## src/rtl/tl_a_queue.sv

```systemverilog
// rtl/tl_a_queue.sv - parametrised TileLink A-channel queue with flow/pipe modes and occupancy
module tl_a_queue #(
  parameter int DEPTH    = 2,
  parameter int ADDR_W   = 32,
  parameter int DATA_W   = 64,
  parameter int SOURCE_W = 3,
  parameter int SIZE_W   = 4,
  parameter bit FLOW     = 1'b0,
  parameter bit PIPE     = 1'b0
) (
  input  logic                          clock,
  input  logic                          reset,
  input  logic                          io_enq_valid,
  output logic                          io_enq_ready,
  input  logic [2:0]                    io_enq_bits_opcode,
  input  logic [2:0]                    io_enq_bits_param,
  input  logic [SIZE_W-1:0]             io_enq_bits_size,
  input  logic [SOURCE_W-1:0]           io_enq_bits_source,
  input  logic [ADDR_W-1:0]             io_enq_bits_address,
  input  logic [DATA_W/8-1:0]           io_enq_bits_mask,
  input  logic [DATA_W-1:0]             io_enq_bits_data,
  input  logic                          io_enq_bits_corrupt,
  output logic                          io_deq_valid,
  input  logic                          io_deq_ready,
  output logic [2:0]                    io_deq_bits_opcode,
  output logic [2:0]                    io_deq_bits_param,
  output logic [SIZE_W-1:0]             io_deq_bits_size,
  output logic [SOURCE_W-1:0]           io_deq_bits_source,
  output logic [ADDR_W-1:0]             io_deq_bits_address,
  output logic [DATA_W/8-1:0]           io_deq_bits_mask,
  output logic [DATA_W-1:0]             io_deq_bits_data,
  output logic                          io_deq_bits_corrupt,
  output logic [$clog2(DEPTH+1)-1:0]    io_count
);

  localparam int MASK_W  = DATA_W / 8;
  localparam int PTR_W   = (DEPTH > 1) ? $clog2(DEPTH) : 1;
  localparam int CNT_W   = $clog2(DEPTH + 1);
  localparam int ENTRY_W = 3 + 3 + SIZE_W + SOURCE_W + ADDR_W + MASK_W + DATA_W + 1;

  logic [PTR_W-1:0]   enq_ptr_q, enq_ptr_d;
  logic [PTR_W-1:0]   deq_ptr_q, deq_ptr_d;
  logic               maybe_full_q, maybe_full_d;
  logic [ENTRY_W-1:0] mem_q [DEPTH];

  logic [ENTRY_W-1:0] enq_entry, deq_entry;
  logic               ptr_match, empty, full, bypass;
  logic               do_enq, do_deq;

  function automatic logic [PTR_W-1:0] ptr_inc(input logic [PTR_W-1:0] p);
    return (p == PTR_W'(DEPTH - 1)) ? '0 : p + 1'b1;
  endfunction

  assign enq_entry = {io_enq_bits_opcode, io_enq_bits_param, io_enq_bits_size,
                      io_enq_bits_source, io_enq_bits_address, io_enq_bits_mask,
                      io_enq_bits_data, io_enq_bits_corrupt};

  assign ptr_match = (enq_ptr_q == deq_ptr_q);
  assign empty     = ptr_match & ~maybe_full_q;
  assign full      = ptr_match &  maybe_full_q;
  assign bypass    = FLOW & empty;

  assign io_enq_ready = ~full | (PIPE & io_deq_ready);
  assign io_deq_valid = ~empty | (FLOW & io_enq_valid);

  // An empty flow queue hands the beat straight through without touching storage.
  assign do_enq = io_enq_valid & io_enq_ready & ~(bypass & io_deq_ready);
  assign do_deq = io_deq_valid & io_deq_ready & ~bypass;

  assign deq_entry = bypass ? enq_entry : mem_q[deq_ptr_q];
  assign {io_deq_bits_opcode, io_deq_bits_param, io_deq_bits_size,
          io_deq_bits_source, io_deq_bits_address, io_deq_bits_mask,
          io_deq_bits_data, io_deq_bits_corrupt} = deq_entry;

  always_comb begin
    enq_ptr_d    = enq_ptr_q;
    deq_ptr_d    = deq_ptr_q;
    maybe_full_d = maybe_full_q;
    if (do_enq) enq_ptr_d = ptr_inc(enq_ptr_q);
    if (do_deq) deq_ptr_d = ptr_inc(deq_ptr_q);
    if (do_enq != do_deq) maybe_full_d = do_enq;
  end

  always_ff @(posedge clock or negedge reset) begin
    if (!reset) begin
      enq_ptr_q    <= '0;
      deq_ptr_q    <= '0;
      maybe_full_q <= 1'b0;
    end else begin
      enq_ptr_q    <= enq_ptr_d;
      deq_ptr_q    <= deq_ptr_d;
      maybe_full_q <= maybe_full_d;
    end
  end

  // When full in pipe mode the write lands in the slot the head is leaving this edge.
  always_ff @(posedge clock) begin
    if (reset && do_enq) mem_q[enq_ptr_q] <= enq_entry;
  end

  always_comb begin
    io_count = '0;
    if (full)
      io_count = CNT_W'(DEPTH);
    else if (enq_ptr_q >= deq_ptr_q)
      io_count = CNT_W'(enq_ptr_q) - CNT_W'(deq_ptr_q);
    else
      io_count = CNT_W'(DEPTH) + CNT_W'(enq_ptr_q) - CNT_W'(deq_ptr_q);
  end

  a_no_enq_when_not_ready: assert property (@(posedge clock) disable iff (!reset)
    (io_enq_valid && !io_enq_ready) |-> !do_enq);
  a_count_bound: assert property (@(posedge clock) disable iff (!reset)
    io_count <= CNT_W'(DEPTH));

endmodule

```

## config.mk

```make
export PLATFORM = sky130hd
export DESIGN_NAME = tl_a_queue
export DESIGN_NICKNAME = d
export VERILOG_FILES = /design/src/rtl/tl_a_queue.sv
export SDC_FILE = /design/constraint.sdc
export NUM_CORES = 1
export LEC_CHECK = 0
export CORE_UTILIZATION = 45
export CTS_BUF_LIST = sky130_fd_sc_hd__clkbuf_8
export DETAILED_ROUTE_END_ITERATION = 16
export PLACE_DENSITY = 0.84
export SLEW_MARGIN = 20
export SYNTH_ARGS = -nofsm -noshare
export SYNTH_HDL_FRONTEND = slang
export SYNTH_SLANG_ARGS = --single-unit
```

## constraint.sdc

```tcl
create_clock -name clock -period 7.7 [get_ports clock]
set_clock_uncertainty 0.05 [all_clocks]
set_input_delay 1.925 -clock clock [delete_from_list [all_inputs] [get_ports clock]]
set_output_delay 1.925 -clock clock [all_outputs]
set_load 0.02 [all_outputs]
```

; Yosys cells after proc, flatten, opt, wreduce, memory -nomap -nowiden
; Memory sizes are Yosys's and may differ from the RTL's.
; Index checks and enable logic that the tools add are counted.
[op_classes]
addsub = 5
order_cmp = 1
eq_ne = 2
n_mux = 6
bitwise = 7
n_reduce_logical = 1
[ops]
columns = cell, count
row1 = bitwise AND 1 bit, 4
row2 = two-way mux 1 bit, 4
row3 = two-way mux 2 bit, 2
row4 = inverter 1 bit, 3
row5 = "adder 1 bit, second input constant", 2
row6 = "adder 2 x 1 -> 2 bit, first input constant", 1
row7 = subtractor 1 x 1 -> 2 bit, 1
row8 = subtractor 2 x 1 -> 2 bit, 1
row9 = equality test 1 bit, 1
row10 = greater-or-equal comparator 1 bit, 1
row11 = logical AND 1 bit, 1
row12 = inequality test 1 bit, 1
[totals]
reg_bits = 3
mem_bits_rw = 236
inputBits = 122
out_inout_bits = 122
wordCells = 26
memories = 1
[mem_list]
columns = memory, words, word_bits, read_ports, rd_clocked_by_memory_dff, wr, line
row1 = mem_q, 2, 118, 1, 0, 1, 44  ; logic [ENTRY_W-1:0] mem_q [DEPTH];

; Longest topological paths before layout
; Gate-level depths: netlist (run 1).
[logic_depth]
word_depth = 7
ltp_mapped = 5
ltp_nobuf = 5

; Worst setup path after synthesis (run 1)
; No wires, ideal clock.
[synth_path]
path_type = input to register
start = input reset
end = memory mem_q[0][0] (netlist bit), enable pin
setup_ps = 596
arrival_ps = 6928
t_required_ps = 7054
path_slack_ps = 126
path_stages = 2
n_path_buf = 0
path_cell_list = nand3_1 > nor2_1
[synth_via]
elab_chain_len = 3
[synth_lines]
columns = item, line
row1 = from (decl), 12  ; input logic reset,
row2 = logical AND 1 bit, 98  ; if (reset && do_enq) mem_q[enq_ptr_q] <= enq_entry;
row3 = two-way mux 1 bit, 98
row4 = two-way mux 1 bit (not written as such), 98
row5 = to (decl), 44
; Every way passes these cells.

; Worst setup path in the final report (run 1)
[layout_path]
start = register deq_ptr_q
end = output io_deq_bits_data[13]
[layout_via]
elab_chain_len = 1
[layout_lines]
columns = item, line
row1 = from (decl), 42  ; logic [PTR_W-1:0] deq_ptr_q, deq_ptr_d;
row2 = from (signal assigned), 91  ; deq_ptr_q <= deq_ptr_d;
row3 = memory read (2 x 118 bit), n/a
row4 = to (decl), 31  ; output logic [DATA_W-1:0] io_deq_bits_data,
; Every way passes these cells.

==> results.yml, run 1 <==
outcome:
  status: "finished, final reports clean"
cells_and_area:
  nFillCells: 1309
  nets: 789
  multi_input_area_mm2: 0.00144
  final_util_pct: 64.3
  drive_above_1_share_pct: 24.9
  seq_area_mm2: 0.00717
  area_delta_synth_final_pct: 39.0
  antennaDiodeCount: 0
logic_synthesis:
  mappedNetlistArea_mm2: 0.00874
  synth_ff_type: "edfxtp_1"
  synth_common_cells: "edfxtp_1, mux2_2, buf_6"
  synth_cell_type_count: 14
  synth.top_cells.by_area: "edfxtp_1, mux2_2, buf_6"
  synth-edff-count: 236
  synth.most_common_cell: "edfxtp_1"
  synth_cells: 388
  synth-async-reset-ratio_pct: 1.26
  syn_area_per_cell_um2: 22.5
  yosys_warnings: 0
  synth_top_area_cell: "edfxtp_1"
  synth_top_area_share_pct: 81.1
  yosysSeqAreaShare_pct: 82.0
  synth_fp_nets: 512
  ys_ff_latch: 239
place:
  pre_cts_slack_ps: 2930
  dp_hpwl_um: 11600
  io_buffers: 243
  place.gp.congestion: 0.720
routing:
  post_drt_wl_per_cell_um: 18.6
  drtIter0Drc: 182
  routed.top_layer: "met4"
  dr_wl_met3_um: 1550
  vias_per_cell: 4.84
  drc: 0
  wirelength_um: 17600
  vias: 4602
  met2WireLength_um: 8840
  wl_met1_um: 6740
  ant_nets: 0
  drt_first_pass_iters: 4
critical_path:
  startpoint_type: "register"
  crit_arrival_ps: 3250
  max_stage_delay_ps: 1000
  end_kind: "primary output"
  worstPathMaxFanout: 67
  slowest_stage: "dfrtp_4"
  worstPathRequired_ps: 5730
  worstPathCellList: "buf_4 -> mux2_2 -> clkdlybuf4s50_1"
  crit_type: "register to primary output"
clocking:
  cts.htree.levels: 2
  cts.sinks: 239
  cts_setup_buffers: 0
  cts_resized: 0
  clk_path_buf_depth: 3
  cts_hold_buffers: 0
  cts-buffers-inserted: 39
  cts_tree: "yes"
  clkTransAtPathRegs_ps: 50
  clk_latency_ps: 500
  clock-root-buffer: "clkbuf_8"
power_and_ir_drop:
  clockPowerShare_pct: 23.9
  power_mw: 4.22
  swShare_pct: 30.2
  p_switching_mw: 1.27
  p_comb_share_pct: 34.6
  ir_worst_vdd_mv: 0.214
  pwr_density_cell_mw_per_mm2: 347
  pwr-share-seq_pct: 41.5
  p_leak_nw: 4.12
  p_int_mw: 2.94
floorplanning:
  fp.dieArea_mm2: 0.0200
  io_pins: 244
  die_w_um: 141
  start_util_pct: 46.3
  num_rows: 50
  dieHeight_um: 141
  core_area_mm2: 0.0189
global_route:
  antenna_found_initial: 0
  grt_pass1_wl_um: 26100
  track_usage_pct: 17.4
  grt_max_degree: 68
  globalRoute.totalOverflow: 0
  grt_pass1_vias: 4967
sta:
  fin_setup_tns_ps: 0
  finalCritPeriodShare_pct: 67.9
  maxSlewHeadroom_pct: 40.9
  finalHoldViolCount: 0
  setup_ws_ps: 2470
  max_slew.worst_pin.slew_ps: 887
  fin_crit_ps: 5230
  fmax_mhz: 191
  drv_slew: 0
  rsz0062_at_grt: "false"
  finalSetupViolCount: 0
worst_hold_path:
  hold_path.class: "register to register"
flow_run:
  drv_cap: 0
registers in the layout, summed over array words and instances, names as in the netlist:
signal and flops:
deq_ptr_q 1, enq_ptr_q 1, maybe_full_q 1, mem_q 236
worst max-delay path: cells and delay by family, from the launching register on:
kind / cells / cell delay (ps)
buffers and inverters: 2 / 1250
multiplexers: 1 / 440
flip-flops: 1 / 1000
layout make-up:
class | instances | share of cell area (%)
Clock inverter | 25 | 1.23
Multi-Input combinational cell | 133 | 11.8
Clock buffer | 41 | 4.64
Timing Repair Buffer | 249 | 20.6
Tap cell | 260 | 2.68
Inverter | 3 | 0.0927
Sequential cell | 239 | 59.0
stage by stage:
| stage | std cells | hold WS (ps) | instance area (µm²) |
|---|---|---|---|
| floorplan | 388 | 417 | 8740 |
| detailed placement | 883 | 509 | 11400 |
| global placement | 883 | 477 | 11400 |
| finish | 950 | 517 | 12200 |
| global route | 950 | 561 | 12200 |
| CTS | 949 | 522 | 12100 |
power groups by stage:
stage	sequential, mW	clock [mW]	combinational, mW
CTS	1.76	1.04	1.47
floorplan	1.73	0	0.913
global route	1.77	1.09	1.53
finish	1.75	1.01	1.46
global placement	1.77	0	1.43
detailed placement	1.78	0	1.45
cell usage in the layout (no fill, tap or decap), drive strengths merged:
cell	synthesis	routed
o21ai	1	1
inv	3	17
xnor2	2	2
bufinv	0	2
nand2	3	3
edfxtp	236	236
nand3	1	1
clkdlybuf4s50	0	243
clkbuf	0	41
clkinv	0	9
nand2b	2	2
nor2	2	2
buf	13	6
mux2	118	118
ha	2	2
dfrtp	3	3
a21oi	2	2
path summary, 6_finish.rpt:
check	end	cells past startpoint	slack [ps]	start
worst min register to register	maybe_full_q$_DFFE_PN0P_	2	520	maybe_full_q$_DFFE_PN0P_
max in group asynchronous	deq_ptr_q$_DFFE_PN0P_	1	5850	reset
worst max-delay path	io_deq_bits_data[13]	3	2470	deq_ptr_q$_DFFE_PN0P_
worst max register to register	mem_q[0][39]$_DFFE_PP_	5	4080	deq_ptr_q$_DFFE_PN0P_
min in group asynchronous	deq_ptr_q$_DFFE_PN0P_	1	1570	reset
worst min-delay path	maybe_full_q$_DFFE_PN0P_	2	520	maybe_full_q$_DFFE_PN0P_
cells by family after synthesis:
logic type | Yosys count | share of synthesized area, %
flip-flops | 239 | 82.0
multiplexers | 118 | 15.2
buffers and inverters | 16 | 1.76
AND/OR/NAND/NOR | 8 | 0.415
AO/OA/AOI/OAI | 3 | 0.172
XOR/XNOR | 2 | 0.200
adder cells (fa/ha/maj) | 2 | 0.286
routing by layer:
| metal | global-route usage (%) | up-vias |
|---|---|---|
| met2 | 29.9 | 212 |
| met3 | 6.01 | 46 |
| met4 | 7.32 | 0 |
| met5 | 0 | - |
| li1 | - | 2103 |
| met1 | 19.7 | 2241 |
Note: power is estimated with default switching activity, not from simulation.
==> inputs of run 2 (changes only) <==
Settings changed: PLACE_DENSITY 0.84 to 0.87.
Clock period 7.7 ns to 4.7 ns, I/O delays scaled along.
==> results.yml, run 2 (synthesis gave the netlist of run 1 again) <==
critical_path:
  crit_arrival_ps: 2660
  worstPathMaxFanout: 33
  end_kind: "primary output"
  r2r_slack_ps: 1940
  worstPathRequired_ps: 3470
  crit_type: "register to primary output"
  startpoint_type: "register"
floorplanning:
  num_rows: 50
  core_area_mm2: 0.0189
  fp.dieArea_mm2: 0.0200
  io_pins: 244
  die_w_um: 141
  dieHeight_um: 141
  start_util_pct: 46.3
routing:
  wirelength_um: 17700
  ant_nets: 0
  drc: 0
  vias_per_cell: 4.84
  post_drt_wl_per_cell_um: 18.6
  drtIter0Drc: 166
  drt_first_pass_iters: 4
  vias: 4602
sta:
  finalHoldViolCount: 0
  fin_crit_ps: 3880
  fmax_mhz: 258
  finalSetupViolCount: 0
  rsz0062_at_grt: "false"
  maxSlewHeadroom_pct: 39.6
  max_slew.worst_pin.slew_ps: 905
  finalCritPeriodShare_pct: 82.6
  drv_slew: 0
clocking:
  cts_tree: "yes"
  clock-root-buffer: "clkbuf_8"
  clk_path_buf_depth: 3
  cts-buffers-inserted: 39
  cts.sinks: 239
  clk_latency_ps: 500
  cts_resized: 0
  clkTransAtPathRegs_ps: 60
  cts.htree.levels: 2
  cts_setup_buffers: 0
  cts_hold_buffers: 0
global_route:
  track_usage_pct: 17.4
  globalRoute.totalOverflow: 0
  grt_pass1_vias: 5097
  antenna_found_initial: 0
  grt_max_degree: 86
  grt_pass1_wl_um: 26500
power_and_ir_drop:
  p_int_mw: 4.72
  p_switching_mw: 2.09
  p_leak_nw: 4.08
  pwr-share-seq_pct: 41.3
  clockPowerShare_pct: 22.6
  p_comb_share_pct: 36.1
  pwr_density_cell_mw_per_mm2: 563
  ir_worst_vdd_mv: 0.284
  swShare_pct: 30.7
cells_and_area:
  multi_input_area_mm2: 0.00144
  largest_reg_flops: 236
  nets: 789
  layout.cells.non_filler: 951
  drive_above_1_share_pct: 24.5
  top_register: "mem_q"
  mostFrequentLayoutCells: "clkdlybuf4s50_1, edfxtp_1, mux2_2"
  final_util_pct: 64.1
  final_cell_area_mm2: 0.0121
  antennaDiodeCount: 0
  mostFrequentLayoutCell: "clkdlybuf4s50_1"
  seq_area_mm2: 0.00717
  nFillCells: 1307
  area_delta_synth_final_pct: 38.5
worst_hold_path:
  hold_path.class: "register to register"
place:
  io_buffers: 243
  dpl_cell_area_mm2: 0.0114
  place.gp.congestion: 0.763
  dp_hpwl_um: 11500
  dp_cells: 884
flow_run:
  drv_cap: 0
outcome:
  status: "finished, final reports clean"
run 2: cell count changes in the layout (fill, tap and decap cells not counted):
cell / delta
clkinv_2: -1
buf_12: +2
clkinv_1: +6
inv_1: -2
buf_16: -1
bufinv_16: -2
buf_4: -1
run 2: worst max-delay path, cell delays in order, from the launching register on:
cell	delay, ps
dfrtp_4	710
buf_4	470
mux2_2	390
clkdlybuf4s50_1	560
run 2: per-stage QoR:
| stage | setup TNS, ps | total power, mW | worst slack (ps) | hold slack [ps] |
|---|---|---|---|---|
| after floorplan | -37530 | 4.30 | -159 | 435 |
| after global placement | 0 | 5.26 | 1390 | 473 |
| after detailed placement | 0 | 5.33 | 1300 | 500 |
| after CTS | 0 | 6.89 | 736 | 513 |
| after global routing | 0 | 7.08 | 683 | 557 |
| final | 0 | 6.81 | 820 | 510 |
run 2: layout make-up:
type	count	area share [%]
Multi-Input combinational cell	133	11.9
Sequential cell	239	59.2
Clock buffer	41	4.66
Clock inverter	26	0.817
Timing Repair Buffer	249	20.7
Inverter	3	0.0930
Tap cell	260	2.69
run 2: final timing paths:
kind,endpoint,cells after the start,startpoint
min in group asynchronous,deq_ptr_q$_DFFE_PN0P_,1,reset
hold reg to reg,enq_ptr_q$_DFFE_PN0P_,1,enq_ptr_q$_DFFE_PN0P_
hold / removal,enq_ptr_q$_DFFE_PN0P_,1,enq_ptr_q$_DFFE_PN0P_
setup reg to reg,mem_q[0][46]$_DFFE_PP_,5,deq_ptr_q$_DFFE_PN0P_
max in group asynchronous,deq_ptr_q$_DFFE_PN0P_,1,reset
setup / recovery,io_deq_bits_data[6],3,deq_ptr_q$_DFFE_PN0P_
run 2: power groups by stage:
stage	registers, mW	logic (mW)	clock network [mW]
6_report	2.81	2.45	1.54
4_1_cts	2.82	2.49	1.59
5_1_grt	2.84	2.57	1.66
2_1_floorplan	2.81	1.50	0
3_3_place_gp	2.84	2.42	0
3_5_place_dp	2.86	2.47	0
run 2: metal layers:
layer | global-route usage [%] | up-vias | part of all wire (%) | routed length (µm)
li1 | - | 2094 | - | -
met1 | 18.5 | 2289 | 37 | 6600
met2 | 32.1 | 179 | 54 | 9480
met3 | 4.79 | 40 | 5.8 | 1030
met4 | 7.72 | 0 | 3.1 | 555
met5 | 0 | - | 0 | 0
==> inputs of run 3 (changes only) <==
Settings changed: PLACE_DENSITY 0.87 to 0.84.
Clock period 4.7 ns to 3.8 ns, I/O delays scaled along.
==> results.yml, run 3 (synthesis gave the netlist of run 1 again) <==
clocking:
  clk_latency_ps: 490
  cts.htree.levels: 2
  clk_path_buf_depth: 3
  clock-root-buffer: "clkbuf_8"
  cts_hold_buffers: 0
  cts.sinks: 239
  cts-buffers-inserted: 40
  cts_resized: 0
  cts_tree: "yes"
  clkTransAtPathRegs_ps: 50
  cts_setup_buffers: 0
sta:
  hold_ws_ps: 534
  fin_setup_tns_ps: 0
  maxSlewHeadroom_pct: 54.2
  max_slew.worst_pin.slew_ps: 687
  finalHoldViolCount: 0
  setup_ws_ps: 414
  rsz0062_at_grt: "false"
  drv_slew: 0
  fmax_mhz: 295
  finalCritPeriodShare_pct: 89.1
  fin_crit_ps: 3390
  finalSetupViolCount: 0
cells_and_area:
  mostFrequentLayoutCell: "clkdlybuf4s50_1"
  antennaDiodeCount: 0
  area_delta_synth_final_pct: 39.1
  final_cell_area_mm2: 0.0122
  largest_reg_flops: 236
  nets: 790
  final_util_pct: 64.3
  mostFrequentLayoutCells: "clkdlybuf4s50_1, edfxtp_1, mux2_2"
  drive_above_1_share_pct: 25.0
  layout.cells.non_filler: 947
  top_register: "mem_q"
place:
  io_buffers: 243
  pre_cts_slack_ps: 836
  dp_cells: 884
  dp_hpwl_um: 11500
  place.gp.congestion: 0.729
  dpl_cell_area_mm2: 0.0115
global_route:
  grt_pass1_vias: 4993
  antenna_found_initial: 1
  globalRoute.totalOverflow: 0
  track_usage_pct: 17.1
  grt_pass1_wl_um: 26100
  grt_max_degree: 67
critical_path:
  worstPathRequired_ps: 2800
  crit_arrival_ps: 2390
  worstPathMaxFanout: 58
  crit_type: "register to primary output"
  startpoint_type: "register"
  end_kind: "primary output"
routing:
  post_drt_wl_per_cell_um: 18.3
  drtIter0Drc: 244
  drc: 0
  wirelength_um: 17300
  ant_nets: 0
  drt_first_pass_iters: 6
  vias_per_cell: 4.84
  vias: 4586
power_and_ir_drop:
  swShare_pct: 30.2
  pwr-share-seq_pct: 40.8
  ir_worst_vdd_mv: 0.352
  p_int_mw: 5.90
  power_mw: 8.45
  p_leak_nw: 4.11
  clockPowerShare_pct: 22.7
  pwr_density_cell_mw_per_mm2: 696
  p_comb_share_pct: 36.5
  p_switching_mw: 2.55
outcome:
  status: "finished, final reports clean"
floorplanning:
  die_w_um: 141
  start_util_pct: 46.3
  num_rows: 50
  dieHeight_um: 141
  core_area_mm2: 0.0189
  fp.dieArea_mm2: 0.0200
  io_pins: 244
worst_hold_path:
  hold_path.class: "register to register"
flow_run:
  drv_cap: 0
## run 3: power by group through the flow
| stage | logic (mW) | clock network [mW] | registers [mW] |
|---|---|---|---|
| floorplan | 1.85 | 0 | 3.47 |
| CTS | 3.12 | 1.98 | 3.45 |
| finish | 3.09 | 1.92 | 3.45 |
| global route | 3.24 | 2.10 | 3.48 |
| detailed placement | 3.10 | 0 | 3.50 |
| global placement | 3.04 | 0 | 3.47 |
## run 3: area by class of cell
class | count | area, µm²
clock inverters | 20 | 80.1
well taps | 260 | 325
multi-input cells | 133 | 1440
inverters | 3 | 11.3
fillers | 1288 | 6740
repair buffers | 249 | 2540
flip-flops and latches | 239 | 7170
clock buffers | 43 | 592
## run 3: path summary, 6_finish.rpt
path | startpoint | end | slack (ps) | depth (start not counted)
setup / recovery | deq_ptr_q$_DFFE_PN0P_ | io_deq_bits_data[11] | 410 | 3
hold / removal | enq_ptr_q$_DFFE_PN0P_ | enq_ptr_q$_DFFE_PN0P_ | 530 | 1
setup reg to reg | deq_ptr_q$_DFFE_PN0P_ | mem_q[1][59]$_DFFE_PP_ | 1310 | 5
hold reg to reg | enq_ptr_q$_DFFE_PN0P_ | enq_ptr_q$_DFFE_PN0P_ | 530 | 1
max in group asynchronous | reset | deq_ptr_q$_DFFE_PN0P_ | 2900 | 1
min in group asynchronous | reset | maybe_full_q$_DFFE_PN0P_ | 600 | 1
## run 3: worst max-delay path, stage by stage, from the launching register on
cell and delay, ps:
dfrtp_4 570, buf_12 320, mux2_2 400, clkdlybuf4s50_1 550
## run 3: per-layer routing
layer  share of wire, %  up-vias  global-route usage (%)
li1                   -     2102                       -
met1                 38     2263                    19.6
met2                 51      190                    29.6
met3                8.4       31                    6.07
met4                2.4        0                    6.12
met5                  0        -                       0
